**src/rtl/aes_pkg.sv**
```systemverilog
// ---------------------------------------------------------------------------
// aes_pkg
// Shared types, constants and helpers for the iterative AES-128 sequencer.
//
// Contents
//   aes_state_t     128-bit AES state / round-key word, byte 0 at [127:120],
//                   column-major (byte index = 4*column + row)
//   NR              number of rounds for AES-128
//   RCON_INIT       round constant used by the key-expansion step of round 1
//   ROUND_W         width of a counter that holds 0..NR
//   aes_ctrl_fsm_e  controller states
//   xtime()         multiply-by-x in GF(2^8) modulo x^8+x^4+x^3+x+1
// ---------------------------------------------------------------------------
package aes_pkg;

    typedef logic [127:0] aes_state_t;

    localparam int         NR        = 10;
    localparam logic [7:0] RCON_INIT = 8'h01;
    localparam int         ROUND_W   = $clog2(NR + 1);

    // IDLE : waiting for a plaintext/key pair
    // ROUND: one AES round per cycle through the external datapath
    // DONE : ciphertext presented until the consumer takes it
    typedef enum logic [1:0] {
        IDLE  = 2'd0,
        ROUND = 2'd1,
        DONE  = 2'd2
    } aes_ctrl_fsm_e;

    // Successive applications starting at 8'h01 give the AES-128 round
    // constants 01,02,04,08,10,20,40,80,1b,36.
    function automatic logic [7:0] xtime(input logic [7:0] x);
        return {x[6:0], 1'b0} ^ (x[7] ? 8'h1b : 8'h00);
    endfunction

endpackage : aes_pkg

```
**src/rtl/aes_rcon_gen.sv**
```systemverilog
// ---------------------------------------------------------------------------
// aes_rcon_gen
// Round-constant register for the key-expansion step. Loaded with RCON_INIT
// when a block is accepted, advanced by xtime() once per round.
//
// Parameters
//   RCON_INIT  constant loaded by reset and by load
//
// Ports
//   clk   in   1   clock, rising edge
//   rst   in   1   synchronous, active-high reset (rcon <= RCON_INIT)
//   load  in   1   restart the sequence at RCON_INIT (priority over step)
//   step  in   1   advance to xtime(rcon)
//   rcon  out  8   current round constant
// ---------------------------------------------------------------------------
module aes_rcon_gen #(
    parameter logic [7:0] RCON_INIT = aes_pkg::RCON_INIT
) (
    input  logic       clk,
    input  logic       rst,
    input  logic       load,
    input  logic       step,
    output logic [7:0] rcon
);

    import aes_pkg::xtime;

    logic [7:0] rcon_q;

    // NOTE: registers are written with non-blocking assignments so every
    // flop samples values from before the edge, independent of block order.
    always_ff @(posedge clk) begin
        if (rst) begin
            rcon_q <= RCON_INIT;
        end else if (load) begin
            rcon_q <= RCON_INIT;
        end else if (step) begin
            rcon_q <= xtime(rcon_q);
        end
    end

    assign rcon = rcon_q;

endmodule : aes_rcon_gen

```
**src/rtl/aes_round_ctrl.sv**
```systemverilog
// ---------------------------------------------------------------------------
// aes_round_ctrl
// Iterative AES-128 encryption sequencer. Holds the 128-bit state and the
// round-key registers and steps an external combinational round datapath
// and key-expansion step through NR rounds, one round per cycle.
//
// Build option
//   AES_OUT_REG_EN  when defined, ct_o/out_valid_o come from a dedicated
//                   output register filled in the first DONE cycle; the
//                   state register is cleared at the same time and the
//                   accept-to-valid latency grows from NR+1 to NR+2.
//
// Parameters
//   NR         number of rounds (10 for AES-128)
//   RCON_INIT  round constant for round 1
//
// Ports
//   clk_i          in   1    clock, rising edge
//   rst_i          in   1    synchronous, active-high reset
//   in_valid_i     in   1    plaintext/key presented
//   in_ready_o     out  1    high only in IDLE
//   pt_i           in   128  plaintext
//   key_i          in   128  cipher key
//   state_o        out  128  state register, to the round datapath
//   key_o          out  128  round-key register, to key expansion
//   rcon_o         out  8    round constant for this cycle's key step
//   mix_en_o       out  1    MixColumns enable, low in the final round
//   round_o        out  4    1..NR while in ROUND, 0 otherwise
//   rk_next_i      in   128  next round key from key expansion
//   round_state_i  in   128  round-datapath result using rk_next_i
//   out_valid_o    out  1    ciphertext valid
//   out_ready_i    in   1    consumer accepts ciphertext
//   ct_o           out  128  ciphertext, stable while stalled
// ---------------------------------------------------------------------------
module aes_round_ctrl #(
    parameter int         NR        = aes_pkg::NR,
    parameter logic [7:0] RCON_INIT = aes_pkg::RCON_INIT
) (
    input  logic         clk_i,
    input  logic         rst_i,
    input  logic         in_valid_i,
    output logic         in_ready_o,
    input  logic [127:0] pt_i,
    input  logic [127:0] key_i,
    output logic [127:0] state_o,
    output logic [127:0] key_o,
    output logic [7:0]   rcon_o,
    output logic         mix_en_o,
    output logic [3:0]   round_o,
    input  logic [127:0] rk_next_i,
    input  logic [127:0] round_state_i,
    output logic         out_valid_o,
    input  logic         out_ready_i,
    output logic [127:0] ct_o
);

    import aes_pkg::*;

    localparam int              RW         = $clog2(NR + 1);
    localparam logic [RW-1:0]   ROUND_ONE  = RW'(1);
    localparam logic [RW-1:0]   ROUND_LAST = RW'(NR);

    aes_ctrl_fsm_e fsm_q;
    aes_state_t    state_q;
    aes_state_t    key_q;
    logic [RW-1:0] round_q;
    logic [7:0]    rcon;

    logic          accept;
    logic          in_round;
    logic          last_round;

    assign accept     = (fsm_q == IDLE) && in_valid_i;
    assign in_round   = (fsm_q == ROUND);
    assign last_round = (round_q == ROUND_LAST);

    aes_rcon_gen #(
        .RCON_INIT (RCON_INIT)
    ) u_rcon_gen (
        .clk  (clk_i),
        .rst  (rst_i),
        .load (accept),
        .step (in_round),
        .rcon (rcon)
    );

`ifdef AES_OUT_REG_EN
    aes_state_t ct_q;
    logic       out_valid_q;
`endif

    always_ff @(posedge clk_i) begin
        if (rst_i) begin
            // A reset mid-block simply drops it; nothing reaches the output.
            fsm_q   <= IDLE;
            state_q <= '0;
            key_q   <= '0;
            round_q <= '0;
`ifdef AES_OUT_REG_EN
            ct_q        <= '0;
            out_valid_q <= 1'b0;
`endif
        end else begin
            case (fsm_q)
                IDLE: begin
                    if (in_valid_i) begin
                        // Initial AddRoundKey with the cipher key itself.
                        state_q <= pt_i ^ key_i;
                        key_q   <= key_i;
                        round_q <= ROUND_ONE;
                        fsm_q   <= ROUND;
                    end
                end

                ROUND: begin
                    state_q <= round_state_i;
                    key_q   <= rk_next_i;
                    if (last_round) begin
                        round_q <= '0;
                        fsm_q   <= DONE;
                    end else begin
                        round_q <= round_q + ROUND_ONE;
                    end
                end

                DONE: begin
`ifdef AES_OUT_REG_EN
                    // First DONE cycle moves the result into the output
                    // register; later cycles wait for the handshake.
                    if (!out_valid_q) begin
                        ct_q        <= state_q;
                        out_valid_q <= 1'b1;
                        state_q     <= '0;
                    end else if (out_ready_i) begin
                        out_valid_q <= 1'b0;
                        fsm_q       <= IDLE;
                    end
`else
                    // IDLE is entered without accepting in the same cycle,
                    // so in_ready_o rises one cycle after the handshake.
                    if (out_ready_i) begin
                        fsm_q <= IDLE;
                    end
`endif
                end

                default: fsm_q <= IDLE;
            endcase
        end
    end

    assign in_ready_o = (fsm_q == IDLE);
    assign state_o    = state_q;
    assign key_o      = key_q;

    // Round-related outputs only matter in ROUND; outside it they are
    // parked at fixed values so downstream logic never sees stale data.
    assign rcon_o   = in_round ? rcon : RCON_INIT;
    assign mix_en_o = in_round && !last_round;
    assign round_o  = in_round ? 4'(round_q) : 4'd0;

`ifdef AES_OUT_REG_EN
    assign out_valid_o = out_valid_q;
    assign ct_o        = ct_q;
`else
    assign out_valid_o = (fsm_q == DONE);
    assign ct_o        = state_q;
`endif

endmodule : aes_round_ctrl

```
**config.mk**
```make
export PLATFORM = sky130hd
export DESIGN_NAME = aes_round_ctrl
export DESIGN_NICKNAME = d
export VERILOG_FILES = /design/src/rtl/aes_pkg.sv /design/src/rtl/aes_rcon_gen.sv /design/src/rtl/aes_round_ctrl.sv
export SDC_FILE = /design/constraint.sdc
export NUM_CORES = 1
export LEC_CHECK = 0
export BUFFER_PORTS_ARGS = -buffer_cell sky130_fd_sc_hd__buf_2
export CAP_MARGIN = 20
export CORE_AREA = 2 2 354 356
export DETAILED_ROUTE_END_ITERATION = 8
export DIE_AREA = 0 0 356 358
export GPL_TIMING_DRIVEN = 0
export PLACE_DENSITY = 0.36
export SKIP_LAST_GASP = 1
export SLEW_MARGIN = 20
export SYNTH_ARGS = -nofsm -noshare
export SYNTH_HDL_FRONTEND = slang
export SYNTH_SLANG_ARGS = --single-unit
```
**constraint.sdc**
```tcl
create_clock -name clk_i -period 1.76 [get_ports clk_i]
set_input_delay 0.44 -clock clk_i [delete_from_list [all_inputs] [get_ports clk_i]]
set_output_delay 0.44 -clock clk_i [all_outputs]
set_load 0.1 [all_outputs]
```
==> flow_summary.ini <==
[timing]
min_period_ns = 2.269
fin_skew_ns = 0.02025
fmax_ghz = 0.4408
relSlewSlack = 0.1584
final-setup-viol-count = 272
fin_tns_setup_ns = -34.46
tightestPinTransition_ns = 1.262
hold_viol_final = 0
rsz0062_at_grt = yes
finalMaxSlewViolations = 0
fin_ws_ns = -0.5085
period_share = 1.289

[route]
post_drt_via_cell_ratio = 3.777
first_pass_iters = 4
detail-route-antenna-nets = 0
wl_per_cell_um = 23.50
drt_iter0_drc = 758
dr_total_vias = 16428
wl_mm = 102.2
drc = 0

[layout]
syn_to_final_growth_pct = 106.2
drive_above_1_share = 0.6673
layout_common_cells = buf_2 (527), buf_4 (316), nor2_1 (183)
finalNonFillerCells = 4349
fillers = 13516
final_common_cell = buf_2
final_util = 0.2406
fin_nets = 3203

[synth]
synth_edf_count = 0
ys_seq_area_frac = 0.3757
syn_area_mm2 = 0.01439
async_flop_share = 0
synth-seq-cells = 270
syn_avg_cell_area_um2 = 8.795
syn_inst = 1636
ys_warn_count = 0
syn-num-nets = 2154
yosysUniqueCellTypes = 38
synth_ff_type = dfxtp_1

[place]
place_congestion = 0.8368
dp_hpwl_mm = 75.87
dp.cells = 4189
io_buffers = 914
pre_cts_slack_ns = -1.198

[flow_run]
max-cap-violations = 0

[setup_path]
critPathCaptureType = primary output
start_kind = flip-flop
slowest_stage = dfxtp_2
path_class = reg -> out
arrival_ns = 1.83
path_delay_family = simple AND/OR/NAND/NOR gates
cp.buffers_inverters = 2
critPathMaxFanout = 3
slowest_delay_ns = 0.33
cp_cell_sequence = inv_2 -> ha_2 -> and3b_2 -> nor2_4 -> buf_12
crit_required_ns = 1.32

[global_route]
track_usage = 0.1393
grt_max_degree = 13
grt-ovfl-total = 0
grt_pass1_vias = 15643
grt_pass1_wl_mm = 124.5
antenna_found_initial = 14

[floorplan]
start_util = 0.1167
die_w_um = 356
die_area_mm2 = 0.1274
fp.dieH_um = 358
coreArea_mm2 = 0.1233
rows = 129
num_io_pins = 915

[clock_network]
cts_tree = yes
hold_buffers = 0
clk_path_buf_depth = 3
clock_latency_ns = 0.58
cts_root_buffer = clkbuf_16
cts_buffers = 40
cts.sinks = 270
htreeDepth = 2
path_clk_slew_ns = 0.06

[power_and_ir_drop]
p_leak_uw = 0.01255
clockPowerShare = 0.265
p_int_uw = 16280
power_uw = 30250
seqPwrFrac = 0.251
peakVddDrop_uv = 543.2
switchingPower_uw = 13970
p_comb_frac = 0.484
p_sw_frac = 0.4618
powerDensity_mw_per_mm2 = 1019

[hold_path]
hp-class = in -> reg

[status]
status = complete, but fails checks
violations = setup timing
==> cells in the mapped netlist, types with 27 or more instances <==
master / instances / area, µm²
a21oi_1: 133 / 665.6
o21ai_0: 79 / 395.4
buf_6: 27 / 304.0
clkbuf_1: 63 / 236.5
buf_4: 137 / 1028
nor2b_1: 129 / 807.0
dfxtp_1: 270 / 5405
a2111oi_2: 33 / 495.5
buf_2: 48 / 240.2
xnor2_1: 131 / 1147
a211oi_1: 98 / 735.7
nor2_1: 298 / 1119
o221a_2: 128 / 1441
==> final cells by class <==
class / count / area [µm²] / area share
Clock buffer: 52 / 1127 / 0.03799
Buffer: 269 / 2421 / 0.08159
Inverter: 9 / 51.30 / 0.001729
Antenna cell: 7 / 17.52 / 0.0005903
Multi-Input combinational cell: 1081 / 9545 / 0.3217
Tap cell: 1637 / 2048 / 0.06903
Timing Repair Buffer: 1014 / 8720 / 0.2939
Clock inverter: 10 / 105.1 / 0.003542
Sequential cell: 270 / 5637 / 0.1900
==> metal layers <==
layer / global-route usage / vias up / routed length, µm / part of all wire
met5: 0 / - / 43 / 0.00042
met4: 0.03553 / 6 / 1902 / 0.019
met3: 0.03344 / 81 / 5632 / 0.055
met2: 0.2423 / 516 / 52130 / 0.51
met1: 0.1712 / 8047 / 42490 / 0.42
li1: - / 7778 / - / -
==> flip-flops by register name (all words and copies together) (netlist names) <==
| register | flops |
|---|---|
| ct_o | 128 |
| fsm_q | 2 |
| key_o | 128 |
| round_q | 4 |
| u_rcon_gen.rcon | 8 |
==> worst min-delay path, stage by stage <==
cell and delay, ns:
buf_2 0.08, xnor2_1 0.10, a211oi_1 0.06
==> worst paths after layout <==
path	startpoint	to	slack, ns	depth (start not counted)
worst max-delay path	round_q[0]	mix_en_o	-0.51	5
worst min-delay path	pt_i[57]	ct_o[57]	0.15	3
worst max register to register	fsm_q[0]	key_o[33]	-0.19	8
worst min register to register	u_rcon_gen.rcon[6]	u_rcon_gen.rcon[6]	0.49	2
==> power by group through the flow <==
| stage | clock [µW] | combinational (µW) | sequential [µW] |
|---|---|---|---|
| after floorplan | 0 | 4720 | 11600 |
| after global placement | 0 | 11700 | 7470 |
| after detailed placement | 0 | 11700 | 7470 |
| after CTS | 8340 | 12000 | 7350 |
| after global routing | 8580 | 15100 | 7650 |
| final | 8030 | 14600 | 7580 |
==> per-stage QoR <==
step                      hold WS [ns]  cell area (µm²)
after floorplan                 0.4366            14640
after global placement          0.4430            21260
after detailed placement        0.4532            21320
after CTS                      0.08930            23400
after global routing            0.1146            29660
final                           0.1543            29670
==> cell families after synthesis <==
logic type / share of synthesized area
flip-flops: 0.3757
buffers and inverters: 0.1283
adder cells (fa/ha/maj): 0.001739
AND/OR/NAND/NOR: 0.1450
XOR/XNOR: 0.07974
AO/OA/AOI/OAI: 0.2696
==> what timing repair did <==
action                     CTS  global route
setup buffers               24            36
gates cloned                 5            33
setup endpoints to repair  647           668
pin swaps                    8            60
resized for setup          145          1682
Note: power is estimated with default switching activity, not from simulation.
